## src/rtl/hpss_seq_if.sv

```systemverilog
`default_nettype none
// ============================================================================
//  Module      : hpss_seq_if
//  Description : Control/status bundle between the HPSS frame sequencer and
//                the stage pipeline / FIFO level monitors.
//  Revision    : 1.0 - initial release
// ============================================================================
interface hpss_seq_if #(
    parameter int NSTAGE  = 6,
    parameter int LEVEL_W = 12
);
    logic               enable;
    logic [LEVEL_W-1:0] in_level;
    logic [LEVEL_W-1:0] out_level;
    logic [NSTAGE-1:0]  stage_done;
    logic [NSTAGE-1:0]  stage_start;
    logic [NSTAGE-1:0]  stage_busy;
    logic               busy;
    logic               frame_done;
    logic [15:0]        frame_cnt;
    logic               abort;
    logic               tmo_err;
    logic [2:0]         err_stage;
    logic               clr_err;

    modport master (
        input  enable, in_level, out_level, stage_done, clr_err,
        output stage_start, stage_busy, busy, frame_done, frame_cnt,
               abort, tmo_err, err_stage
    );

    modport slave (
        output enable, in_level, out_level, stage_done, clr_err,
        input  stage_start, stage_busy, busy, frame_done, frame_cnt,
               abort, tmo_err, err_stage
    );
endinterface
`default_nettype wire

```

## src/rtl/hpss_frame_sequencer.sv

```systemverilog
`default_nettype none
// ============================================================================
//  Module      : hpss_frame_sequencer
//  Description : Steps each frame through NSTAGE pipeline stages with start
//                pulses / done handshakes; optional per-stage hang watchdog
//                enabled by macro HPSS_SEQ_WATCHDOG_EN.
//  Revision    : 1.0 - initial release
// ============================================================================
module hpss_frame_sequencer #(
    parameter int NSTAGE    = 6,
    parameter int LEVEL_W   = 12,
    parameter int FRAME_LEN = 512,
    parameter int OUT_DEPTH = 2048,
    parameter int OUT_ROOM  = 512,
    parameter int TMO_W     = 16,
    parameter int TMO_CYC   = 40000
) (
    input  logic       clk,
    input  logic       rst,
    hpss_seq_if.master seq
);
    localparam logic [1:0] c_IDLE = 2'd0;
    localparam logic [1:0] c_WAIT = 2'd1;
    localparam logic [1:0] c_RUN  = 2'd2;
    localparam logic [1:0] c_DONE = 2'd3;

    localparam logic [LEVEL_W-1:0] c_IN_MIN   = LEVEL_W'(FRAME_LEN - 1);
    localparam logic [LEVEL_W-1:0] c_OUT_MAX  = LEVEL_W'(OUT_DEPTH - OUT_ROOM);
    localparam logic [2:0]         c_LAST_IDX = 3'(NSTAGE - 1);

    logic [1:0]        state_q, state_d;
    logic [2:0]        idx_q, idx_d;
    logic [NSTAGE-1:0] stage_start_q, stage_start_d;
    logic [NSTAGE-1:0] stage_busy_q, stage_busy_d;
    logic              busy_q, busy_d;
    logic              frame_done_q, frame_done_d;
    logic [15:0]       frame_cnt_q, frame_cnt_d;

    logic              w_launch;
    logic              w_done_acc;
    logic              w_last;
    logic              w_tmo;
    logic [2:0]        w_idx_inc;
    logic [NSTAGE-1:0] w_next_onehot;

    assign w_launch = seq.enable && (seq.in_level >= c_IN_MIN) &&
                      (seq.out_level <= c_OUT_MAX);
    // A done overlapping the start pulse belongs to the previous use of the stage.
    assign w_done_acc    = (state_q == c_RUN) && (stage_start_q == '0) &&
                           seq.stage_done[idx_q];
    assign w_last        = (idx_q == c_LAST_IDX);
    assign w_idx_inc     = idx_q + 3'd1;
    assign w_next_onehot = NSTAGE'(1) << w_idx_inc;

    always_ff @(posedge clk or posedge rst) begin
        if (rst) begin
            state_q       <= c_IDLE;
            idx_q         <= 3'd0;
            stage_start_q <= '0;
            stage_busy_q  <= '0;
            busy_q        <= 1'b0;
            frame_done_q  <= 1'b0;
            frame_cnt_q   <= 16'd0;
        end else begin
            state_q       <= state_d;
            idx_q         <= idx_d;
            stage_start_q <= stage_start_d;
            stage_busy_q  <= stage_busy_d;
            busy_q        <= busy_d;
            frame_done_q  <= frame_done_d;
            frame_cnt_q   <= frame_cnt_d;
        end
    end

    always_comb begin
        state_d = state_q;
        case (state_q)
            c_IDLE: if (seq.enable) state_d = c_WAIT;
            c_WAIT: begin
                if (!seq.enable)   state_d = c_IDLE;
                else if (w_launch) state_d = c_RUN;
            end
            c_RUN: begin
                if (w_done_acc && w_last) state_d = c_DONE;
                else if (w_tmo)           state_d = c_WAIT;
            end
            c_DONE:  state_d = seq.enable ? c_WAIT : c_IDLE;
            default: state_d = c_IDLE;
        endcase
    end

    always_comb begin
        idx_d         = idx_q;
        stage_start_d = '0;
        stage_busy_d  = stage_busy_q;
        busy_d        = busy_q;
        frame_done_d  = 1'b0;
        frame_cnt_d   = frame_cnt_q;
        case (state_q)
            c_IDLE: begin
                stage_busy_d = '0;
                busy_d       = 1'b0;
            end
            c_WAIT: begin
                if (w_launch) begin
                    idx_d         = 3'd0;
                    stage_start_d = NSTAGE'(1);
                    stage_busy_d  = NSTAGE'(1);
                    busy_d        = 1'b1;
                end
            end
            c_RUN: begin
                if (w_done_acc) begin
                    if (w_last) begin
                        stage_busy_d = '0;
                        frame_done_d = 1'b1;
                        frame_cnt_d  = frame_cnt_q + 16'd1;
                    end else begin
                        idx_d         = w_idx_inc;
                        stage_start_d = w_next_onehot;
                        stage_busy_d  = w_next_onehot;
                    end
                end else if (w_tmo) begin
                    stage_busy_d = '0;
                    busy_d       = 1'b0;
                end
            end
            c_DONE: begin
                idx_d  = 3'd0;
                busy_d = 1'b0;
            end
            default: begin
                stage_busy_d = '0;
                busy_d       = 1'b0;
            end
        endcase
    end

`ifdef HPSS_SEQ_WATCHDOG_EN
    localparam logic [TMO_W-1:0] c_TMO_LAST = TMO_W'(TMO_CYC - 1);

    logic [TMO_W-1:0] wdg_q, wdg_d;
    logic             abort_q, abort_d;
    logic             tmo_err_q, tmo_err_d;
    logic [2:0]       err_stage_q, err_stage_d;

    assign w_tmo = (state_q == c_RUN) && (wdg_q == c_TMO_LAST) && !w_done_acc;

    always_comb begin
        wdg_d       = wdg_q;
        abort_d     = w_tmo;
        tmo_err_d   = tmo_err_q;
        err_stage_d = err_stage_q;
        if (stage_start_d != '0)  wdg_d = '0;
        else if (state_q == c_RUN) wdg_d = wdg_q + 1'b1;
        if (seq.clr_err) begin
            tmo_err_d   = 1'b0;
            err_stage_d = 3'd0;
        end
        // A fresh timeout outranks a simultaneous clear.
        if (w_tmo) begin
            tmo_err_d   = 1'b1;
            err_stage_d = idx_q;
        end
    end

    always_ff @(posedge clk or posedge rst) begin
        if (rst) begin
            wdg_q       <= '0;
            abort_q     <= 1'b0;
            tmo_err_q   <= 1'b0;
            err_stage_q <= 3'd0;
        end else begin
            wdg_q       <= wdg_d;
            abort_q     <= abort_d;
            tmo_err_q   <= tmo_err_d;
            err_stage_q <= err_stage_d;
        end
    end

    assign seq.abort     = abort_q;
    assign seq.tmo_err   = tmo_err_q;
    assign seq.err_stage = err_stage_q;
`else
    logic w_unused_cfg;

    assign w_tmo         = 1'b0;
    assign w_unused_cfg  = seq.clr_err ^ (TMO_W > 0) ^ (TMO_CYC > 0);
    assign seq.abort     = 1'b0;
    assign seq.tmo_err   = 1'b0;
    assign seq.err_stage = 3'd0;
`endif

    assign seq.stage_start = stage_start_q;
    assign seq.stage_busy  = stage_busy_q;
    assign seq.busy        = busy_q;
    assign seq.frame_done  = frame_done_q;
    assign seq.frame_cnt   = frame_cnt_q;

endmodule
`default_nettype wire

```

## src/flat_wrapper.sv

```systemverilog
// flat-port wrapper written by rule: the top's interface ports become plain ports
module hpss_frame_sequencer_flat 
#(
    parameter int NSTAGE    = 6,
    parameter int LEVEL_W   = 12,
    parameter int FRAME_LEN = 512,
    parameter int OUT_DEPTH = 2048,
    parameter int OUT_ROOM  = 512,
    parameter int TMO_W     = 16,
    parameter int TMO_CYC   = 40000
)
  (clk, rst, seq_enable, seq_in_level, seq_out_level, seq_stage_done, seq_clr_err, seq_stage_start, seq_stage_busy, seq_busy, seq_frame_done, seq_frame_cnt, seq_abort, seq_tmo_err, seq_err_stage);
  hpss_seq_if #(.NSTAGE(NSTAGE), .LEVEL_W(LEVEL_W)) seq_i ();
  input  logic clk;
  input  logic rst;
  input wire logic [$bits(seq_i.enable)-1:0] seq_enable;
  input wire logic [$bits(seq_i.in_level)-1:0] seq_in_level;
  input wire logic [$bits(seq_i.out_level)-1:0] seq_out_level;
  input wire logic [$bits(seq_i.stage_done)-1:0] seq_stage_done;
  input wire logic [$bits(seq_i.clr_err)-1:0] seq_clr_err;
  output wire logic [$bits(seq_i.stage_start)-1:0] seq_stage_start;
  output wire logic [$bits(seq_i.stage_busy)-1:0] seq_stage_busy;
  output wire logic [$bits(seq_i.busy)-1:0] seq_busy;
  output wire logic [$bits(seq_i.frame_done)-1:0] seq_frame_done;
  output wire logic [$bits(seq_i.frame_cnt)-1:0] seq_frame_cnt;
  output wire logic [$bits(seq_i.abort)-1:0] seq_abort;
  output wire logic [$bits(seq_i.tmo_err)-1:0] seq_tmo_err;
  output wire logic [$bits(seq_i.err_stage)-1:0] seq_err_stage;
  assign seq_i.enable = seq_enable;
  assign seq_i.in_level = seq_in_level;
  assign seq_i.out_level = seq_out_level;
  assign seq_i.stage_done = seq_stage_done;
  assign seq_i.clr_err = seq_clr_err;
  assign seq_stage_start = seq_i.stage_start;
  assign seq_stage_busy = seq_i.stage_busy;
  assign seq_busy = seq_i.busy;
  assign seq_frame_done = seq_i.frame_done;
  assign seq_frame_cnt = seq_i.frame_cnt;
  assign seq_abort = seq_i.abort;
  assign seq_tmo_err = seq_i.tmo_err;
  assign seq_err_stage = seq_i.err_stage;
  hpss_frame_sequencer #(.NSTAGE(NSTAGE), .LEVEL_W(LEVEL_W), .FRAME_LEN(FRAME_LEN), .OUT_DEPTH(OUT_DEPTH), .OUT_ROOM(OUT_ROOM), .TMO_W(TMO_W), .TMO_CYC(TMO_CYC)) u_core (.clk(clk), .rst(rst), .seq(seq_i));
endmodule
```

## config.mk

```make
export PLATFORM = sky130hd
export DESIGN_NAME = hpss_frame_sequencer_flat
export DESIGN_NICKNAME = d
export VERILOG_FILES = /design/src/rtl/hpss_seq_if.sv /design/src/rtl/hpss_frame_sequencer.sv /design/src/flat_wrapper.sv
export SDC_FILE = /design/constraint.sdc
export NUM_CORES = 1
export LEC_CHECK = 0
export BUFFER_PORTS_ARGS = -buffer_cell sky130_fd_sc_hd__buf_2
export CORE_MARGIN = 4
export CORE_UTILIZATION = 45
export DETAILED_ROUTE_END_ITERATION = 8
export PLACE_DENSITY = 0.74
export SLEW_MARGIN = 20
export SYNTH_ARGS = -nofsm -noshare
export SYNTH_HDL_FRONTEND = slang
export SYNTH_SLANG_ARGS = --single-unit
```

## constraint.sdc

```tcl
create_clock -name clk -period 6.8 [get_ports clk]
set_clock_uncertainty 0.1 [all_clocks]
set_input_delay 0.68 -clock clk [delete_from_list [all_inputs] [get_ports clk]]
set_output_delay 0.68 -clock clk [all_outputs]
set_load 0.01 [all_outputs]
```

## Yosys cells after proc, flatten, opt, wreduce, memory -nomap -nowiden

Index checks and enable logic that the tools add are counted.

- $add $sub $neg: 2
- Magnitude comparators: 3
- Equal/unequal tests: 10
- Shifts and indexed selects: 1
- Muxes and demuxes: 24
- Bitwise gates (word level): 1
- Reductions and logical operators: 15

Operator list:

| kind | number |
|---|---|
| $mux 6 | 4 |
| $pmux 6 s3 | 1 |
| $add 16x1->16 const B | 1 |
| $ge 12x9->1 const B | 1 |
| $le 12x11->1 const B | 1 |
| $pmux 6 s2 | 1 |
| $mux 3 | 3 |
| $pmux 3 s3 | 1 |
| $reduce_and 3->1 | 3 |
| $mux 2 | 4 |
| $pmux 2 s4 | 1 |
| $mux 1 | 7 |
| $logic_not 6->1 | 1 |
| $ne 2x2->1 const B | 3 |
| $reduce_bool 3->1 | 2 |
| $shl 1x3->6 const A | 1 |
| $logic_and 1x1->1 | 5 |
| $eq 2x2->1 const B | 2 |
| $lt 3x4->1 const B | 1 |
| $ne 2x1->1 const B | 2 |
| $reduce_and 4->1 | 1 |
| $add 3x1->3 const B | 1 |
| $bmux 1 s3 | 1 |
| $eq 3x3->1 const B | 1 |
| other kinds (7) | 7 |

- Register bits: 35

## Depth between registers and ports, before layout

Gate-level depths: netlist (run 1).

- Depth after elaboration: 6
- Gate-level depth with buffers: 8

## Least setup slack after synthesis (run 1)

OpenSTA, ideal clock, no wires.

- Kind: input-to-reg
- Start point: in seq_out_level[2]
- End point: reg u_core.stage_busy_q[0] (netlist: u_core.seq.stage_busy[0])
- Arrival time: 2.277 ns
- Data required time: 6.575 ns
- Setup slack: 4.298 ns
- Cell stages on the path: 5
- Cell sequence: or4_4 > o31ai_2 > o21ai_1 > a211oi_4 > mux2_4

- Word-level cells in the longest chain between the ends: 4

Ends and longest elaborated chain:

| item | line | text |
|---|---|---|
| start, declared | flat_wrapper.sv:18 | `input wire logic [$bits(seq_i.out_level)-1:0] seq_out_level;` |
| $le 12x11->1 | hpss_frame_sequencer.sv:47 | `(seq.out_level <= c_OUT_MAX);` |
| $logic_and 1x1->1 | hpss_frame_sequencer.sv:46 | `assign w_launch = seq.enable && (seq.in_level >= c_IN_MIN) &&` |
| $ne 2x1->1 (no source line) | - |  |
| $reduce_and 3->1 (no source line) | - |  |
| end signal, assigned | hpss_frame_sequencer.sv:68 | `stage_busy_q <= stage_busy_d;` |
| end, declared | hpss_frame_sequencer.sv:34 | `logic [NSTAGE-1:0] stage_busy_q, stage_busy_d;` |

Every way passes these cells.
A chain may end at the register's enable or synchronous reset.

## Worst setup path in the final report (run 1)

- Start point: reg u_core.state_q[0]
- End point: reg u_core.stage_busy_q[5] (netlist: u_core.seq.stage_busy[5])

- Word-level cells in the longest chain between the ends: 5
- Elaborated cells between the ends (all ways): 10

Ends and longest elaborated chain:

| item | line | text |
|---|---|---|
| start, declared | hpss_frame_sequencer.sv:31 | `logic [1:0] state_q, state_d;` |
| start signal, assigned | hpss_frame_sequencer.sv:57 | `state_q <= c_IDLE;` |
| start signal, assigned | hpss_frame_sequencer.sv:65 | `state_q <= state_d;` |
| $eq 2x2->1 | hpss_frame_sequencer.sv:49, hpss_frame_sequencer.sv:99 |  |
| $logic_and 1x1->1 (2 in a row) | hpss_frame_sequencer.sv:49 | `assign w_done_acc = (state_q == c_RUN) && (stage_start_q == '0) &&` |
| $ne 2x1->1 (no source line) | - |  |
| $reduce_and 3->1 (no source line) | - |  |

Parallel ways exist; a longest one is shown, timed or not.

==> results of run 1 <==
## cells in the mapped netlist (2+ instances only)
cell and count:
nand2b_1 3, xnor2_1 6, inv_1 15, nand3_1 8, nand4_1 6, nor2_1 10, ha_1 12, o21ai_1 2
mux2_4 3, xor2_1 9, o21ai_0 3, or2_2 2, nor3_1 5, nand2_1 11, buf_4 5, and2b_2 4
o22ai_1 4, dfrtp_1 35, a21oi_1 3, mux2_2 2, mux2i_1 5, o211ai_1 3, and2_1 3, nor4_1 3
## logic make-up (layout without fill, tap and decap cells)
| kind of cell | count (synthesis) | in the layout | synth area share [%] |
|---|---|---|---|
| muxes | 12 | 12 | 7.58 |
| xor gates and xnor gates | 15 | 15 | 6.47 |
| other | 1 | 5 | 0.185 |
| adders and majority gates | 12 | 12 | 7.40 |
| and+or+nand+nor | 67 | 67 | 20.4 |
| AOI/OAI and AO/OA | 23 | 23 | 9.31 |
| buffers and inverters | 22 | 87 | 5.49 |
| DFF | 35 | 35 | 43.2 |
## how the worst max path moves through the flow
| stage | to | slack, ns | depth (start not counted) | start |
|---|---|---|---|---|
| 5_1_grt | u_core.seq.stage_busy[5] | 3.64 | 7 | u_core.state_q[0] |
| 4_1_cts | u_core.seq.stage_busy[5] | 3.79 | 7 | u_core.state_q[0] |
| 2_1_floorplan | u_core.seq.stage_busy[0] | 4.30 | 5 | seq_out_level[2] |
| 3_3_place_gp | u_core.seq.stage_busy[5] | 3.86 | 7 | u_core.state_q[0] |
| 6_report | u_core.seq.stage_busy[5] | 3.79 | 7 | u_core.state_q[0] |
| 3_5_place_dp | u_core.seq.stage_busy[1] | 3.82 | 7 | u_core.state_q[0] |
## metrics by stage
step	hold slack [ns]	instance area, sq um
6_report	0.362	2510
5_1_grt	0.390	2510
4_1_cts	0.366	2510
3_5_place_dp	0.352	2380
3_3_place_gp	0.355	2380
2_1_floorplan	0.404	2040
## cell type report
type	instances	area, sq um	share of cell area (%)
Tap cell	52	65.1	2.59
Sequential cell	35	876	34.9
Multi-Input combinational cell	134	1060	42.1
Clock buffer	5	68.8	2.74
Inverter	16	60.1	2.39
Timing Repair Buffer	63	318	12.6
Clock inverter	3	67.6	2.69
## metal layers
layer  track usage (%)  share of wire (%)
met1              19.5                 43
met2              27.2                 48
met3              4.14                6.6
met4              5.24                1.4
met5                 0                  0
## power by group
| part | total, mW | switching (mW) | leakage (nW) | internal [mW] |
|---|---|---|---|---|
| Combinational | 0.226 | 0.119 | 0.764 | 0.107 |
| Sequential | 0.244 | 0.0189 | 0.477 | 0.225 |
| Clock | 0.226 | 0.0794 | 0.0644 | 0.146 |
## registers in the layout, summed over array words and instances, names as in the netlist, named ones only
signal	flops
u_core.idx_q	3
u_core.seq.busy	1
u_core.seq.frame_cnt	16
u_core.seq.frame_done	1
u_core.seq.stage_busy	6
u_core.seq.stage_start	6
u_core.state_q	1
==> out/results.ini, run 1 <==
[run_status]
status=finished, final reports clean

[finish]
final_cell_mix=buf_2, dfrtp_1, inv_1, ha_1, nand2_1
drive_above_1_share_pct=38.3
nets=301
final_common_cell=buf_2
areaGrowthSynthToFinish_pct=23.8
fin_util_pct=57.7
fin_cells=308
fillers=377
antennaDiodeCount=0

[pwr]
powerDensity_nw_per_um2=277
ir_worst_vdd_v=0.000151
power_mw=0.696
p_leak_nw=1.31

[logic_synthesis]
yosys_register_bits=35
synth-seq-area-share_pct=43.2
synth_area_per_cell_sq_um=10.9
yosys-top-cells-area=dfrtp_1, ha_1, xor2_1
syn_area_sq_um=2030
async_reset_ff_share_pct=100
synth.largest_area_cell=dfrtp_1
synth-edff-count=0
synthDistinctLibCells=49
synth_ff_type=dfrtp_1
postSynthCellCount=187
ys_warn_count=0
yosysTopAreaCellShare_pct=43.2

[clock_tree]
path_clk_slew_ns=0.08
cts_buffer_depth=2
postCtsSetupRepairBufs=0
insertion_delay_ns=0.29
cts_buffers=5
cts_sinks=35
cts.htree.levels=2
cts_tree=done
ctsHoldBuffers=0
cts_resized=0
cts_root_buffer=clkbuf_8

[global_routing]
grt_usage_pct=15.9
overflow=0
grt_pass1_vias=1540
grt_pass1_wl_microns=6820
antenna_found_initial=0
grt_start_max_net_pins=36

[hold_path]
min_from=u_core.seq.frame_cnt[15]
hold_path_depth=1
min_to=u_core.seq.frame_cnt[15]
holdCritPathClass=flop to flop

[critical_path]
crit_buf_inv=1
ff2ff_path_depth=7
crit_family=simple AND/OR/NAND/NOR gates
rr_startpoint=u_core.state_q[0]
critPathRequiredTime_ns=6.88
end_kind=flop
crit_chain=inv_1, ha_1, or4b_4, nor2_4, o211ai_4, a211oi_4, mux2_4
rrSetupSlack_ns=3.79
critical_path_class=flop to flop
crit_path_top_delay_cell=or4b_4
crit_arrival_ns=3.08
startpoint_type=flop
crit_fanout=13
reg2reg_to=u_core.seq.stage_busy[5]
cp_slowest_stage_delay_ns=0.57

[die]
start_util_pct=46.6
die_h_microns=75.2
ios=69
die_x_microns=75.2
dieArea_sq_um=5650
core_sq_um=4350
rows=24

[place]
place.gp.congestion=0.849
dp.cells=300
pre_cts_ws_ns=3.82
hpwl_microns=3290
io_buffers=62

[sta]
post-route-min-period_ns=3.01
final.setup.worst_slack_ns=3.79
worst_slew_pin_slew_ns=0.507
fmax_mhz=333
min_period_over_period_pct=44.2
finalHoldViolCount=0
maxSlewHeadroom_pct=66.1
finalSetupViolations=0
fin_setup_tns_ns=0
slew_viol_final=0
rsz0062_at_grt=no

[route]
drt-pass1-iter-count=4
antenna_left=0
wl_per_cell_microns=13.5
drcViolationCount=0
vias=1562
wl_microns=4170
drt-initial-drc-count=50
routed_via_density=5.07

[job]
drv_cap=0

(Power assumes the default switching activity.)
==> inputs of run 2 (changes only) <==
ABC_AREA = 1   (was not set)
PLACE_DENSITY = 0.73   (was 0.74)
clock period = 3 ns   (was 6.8 ns; I/O delays follow)
==> run 2 against run 1 <==
Sequential power rose by 120%. Critical path depth rose by 2. The flow now finishes with violations (hold timing). Clock-buffer cell count rose by 1. First-iteration DRC count fell by 28%. Design area rose by 1.4%. Global-route usage rose by 0.45 points. Sequential share of layout area fell by 0.50 points. Clock power rose by 80%. Setup slack got worse by 3.2 ns. Combinational power rose by 60%.
==> out/results.ini, run 2 <==
[run_status]
status=finished with violations  ; was finished, final reports clean
failed_checks=hold timing

[critical_path]
end_kind=flop  ; unchanged
rrSetupSlack_ns=0.61  ; was 3.79 ns
startpoint_type=flop  ; unchanged
crit_fanout=12  ; was 13
critPathRequiredTime_ns=3.08  ; was 6.88 ns
crit_arrival_ns=2.46  ; was 3.08 ns
critical_path_class=flop to flop  ; unchanged

[route]
antenna_left=0  ; unchanged
drt-initial-drc-count=36  ; was 50
routed_via_density=4.75  ; was 5.07
drt-pass1-iter-count=4  ; unchanged
drcViolationCount=0  ; unchanged
vias=1833  ; was 1562
wl_microns=4500  ; was 4170 microns
wl_per_cell_microns=11.7  ; was 13.5 microns

[pwr]
p_sw_share_pct=33.5  ; was 31.2%
p_leak_nw=1.47  ; was 1.31 nW
power_frac_comb_pct=27.7  ; was 32.5%
p_sw_mw=0.436  ; was 0.217 mW
powerDensity_nw_per_um2=512  ; was 277 nW/um^2
p_seq_share_pct=41.1  ; was 35.1%
internal_power_mw=0.868  ; was 0.479 mW
power_mw=1.30  ; was 0.696 mW
clock_power_share_pct=31.2  ; was 32.4%
ir_worst_vdd_v=0.000362  ; was 0.000151 V

[hold_path]
holdCritPathClass=input pin to async pin  ; was flop to flop

[logic_synthesis]
synthDistinctLibCells=29  ; was 49
yosys-top-cells-area=dfrtp_1, nand2_1, ha_1  ; was dfrtp_1, ha_1, xor2_1
async_reset_ff_share_pct=100  ; unchanged
syn_area_sq_um=2110  ; was 2030 sq um
postSynthCellCount=268  ; was 187
synth_ff_type=dfrtp_1  ; unchanged
synth-edff-count=0  ; unchanged
synth-seq-area-share_pct=41.4  ; was 43.2%
yosys-top-cells-count=nand2_1, inv_1, dfrtp_1  ; was dfrtp_1, inv_1, ha_1
yosysTopAreaCellShare_pct=41.4  ; was 43.2%
post-synth-top-count-cell=nand2_1  ; was dfrtp_1
synth.largest_area_cell=dfrtp_1  ; unchanged
synth_area_per_cell_sq_um=7.89  ; was 10.9 sq um
ys_warn_count=0  ; unchanged
yosys_register_bits=35  ; unchanged

[clock_tree]
ctsHoldBuffers=0  ; unchanged
path_clk_slew_ns=0.07  ; was 0.08 ns
cts_buffer_depth=2  ; unchanged
insertion_delay_ns=0.29  ; about the same
cts.htree.levels=2  ; unchanged
cts_tree=done  ; unchanged
postCtsSetupRepairBufs=0  ; unchanged
cts_resized=0  ; unchanged
cts_root_buffer=clkbuf_8  ; unchanged
cts_buffers=5  ; unchanged
cts_sinks=35  ; unchanged

[sta]
rsz0062_at_grt=no  ; unchanged
finalHoldViolCount=32  ; was 0
min_period_over_period_pct=79.5  ; was 44.2%
finalSetupViolations=0  ; unchanged
slew_viol_final=0  ; unchanged
post-route-min-period_ns=2.39  ; was 3.01 ns
holdWs_ns=-0.00641  ; was 0.362 ns
fin_setup_tns_ns=0  ; unchanged
fmax_mhz=419  ; was 333 MHz

[die]
start_util_pct=47.6  ; was 46.6%
die_x_microns=76.5  ; was 75.2 microns
ios=69  ; unchanged
core_sq_um=4440  ; was 4350 sq um
rows=24  ; unchanged
die_h_microns=76.5  ; was 75.2 microns
dieArea_sq_um=5860  ; was 5650 sq um

[place]
dp.cells=379  ; was 300
hpwl_microns=3480  ; was 3290 microns
place.gp.congestion=0.826  ; was 0.849
io_buffers=62  ; unchanged

[finish]
drive_above_1_share_pct=23.4  ; was 38.3%
nets=380  ; was 301
final_cell_mix=nand2_1, buf_2, inv_1, dfrtp_1, nor2_1  ; was buf_2, dfrtp_1, inv_1, ha_1, nand2_1
fin_cells=386  ; was 308
fillers=439  ; was 377
areaGrowthSynthToFinish_pct=20.6  ; was 23.8%
multi_input_area_sq_um=1050  ; was 1060 sq um
regArea_sq_um=876  ; unchanged
antennaDiodeCount=0  ; unchanged
final_common_cell=nand2_1  ; was buf_2
largest_reg_flops=16  ; unchanged

[global_routing]
grt_usage_pct=16.3  ; was 15.9%
grt_pass1_wl_microns=7780  ; was 6820 microns
antenna_found_initial=0  ; unchanged
grt_start_max_net_pins=36  ; unchanged
grt_pass1_vias=1836  ; was 1540
overflow=0  ; unchanged

[job]
drv_cap=0  ; unchanged

## run 2: cell count changes in the layout (fill, tap and decap cells not counted), moves of 4 or more
cell / delta
mux2i_1: -5
nor2_1: +22
nand2_1: +61
o22ai_1: -4
nor3_1: +5
nand3_1: +5
inv_1: +21
nand4_1: +7
and2b_2: -4
## run 2: kinds of logic (layout without fill, tap and decap cells)
| logic type | Yosys count | count (layout) | synth area share (%) |
|---|---|---|---|
| AOI/OAI and AO/OA | 11 | 11 | 3.32 |
| xor gates and xnor gates | 15 | 15 | 6.22 |
| adders and majority gates | 12 | 12 | 7.10 |
| buffers and inverters | 45 | 107 | 9.65 |
| DFF | 35 | 35 | 41.4 |
| other | 1 | 5 | 0.177 |
| and+or+nand+nor | 149 | 149 | 32.1 |
## run 2: path summary, 6_finish.rpt
kind | cells past startpoint | start | end
min in group clk | 3 | seq_enable | u_core.state_q[0]
setup reg to reg | 9 | u_core.state_q[0] | u_core.seq.frame_cnt[15]
max in group asynchronous | 3 | rst | u_core.seq.frame_cnt[13]
setup / recovery | 9 | u_core.state_q[0] | u_core.seq.frame_cnt[15]
hold / removal | 3 | rst | u_core.seq.frame_cnt[1]
hold reg to reg | 2 | u_core.seq.stage_busy[1] | u_core.seq.stage_busy[1]
## run 2: power groups by stage
stage	registers [mW]	logic (mW)	clock network, mW
global route	0.541	0.411	0.449
finish	0.535	0.362	0.407
floorplan	0.542	0.279	0
detailed placement	0.544	0.362	0
global placement	0.544	0.357	0
CTS	0.535	0.364	0.423
## run 2: final cells by class
cell class | instances | share of cell area, %
multi-input combinational | 192 | 41.1
timing repair buffer | 63 | 12.5
clock buffer | 6 | 2.85
clock inverter | 1 | 1.18
sequential | 35 | 34.4
tap | 52 | 2.55
inverter | 37 | 5.45
## run 2: worst max-delay path, cell delays in order, from the launching register on
cell and delay (ns):
dfrtp_1 0.46, inv_1 0.13, ha_1 0.37, nand2_1 0.11, nor2_2 0.16, nand3_2 0.27
nor2_1 0.29, nand2_1 0.15, o21ai_0 0.17, nand2_1 0.06
## run 2: metal layers
metal	part of all wire, %	vias up	global-route usage [%]
met5	0	-	0
met3	2.8	7	3.43
met1	41	839	17.8
li1	-	962	-
met2	54	25	30.8
met4	1.6	0	5.98
## run 2: through the flow
step	cell area [sq um]	util, %	setup WS (ns)	hold WS (ns)
after global placement	2450	55.0	0.730	0.317
after detailed placement	2450	55.0	0.674	0.322
final	2550	57.3	0.615	-0.00641
after floorplan	2130	-	1.13	0.354
after global routing	2550	57.3	0.357	0.0289
after CTS	2550	57.3	0.634	0.00244
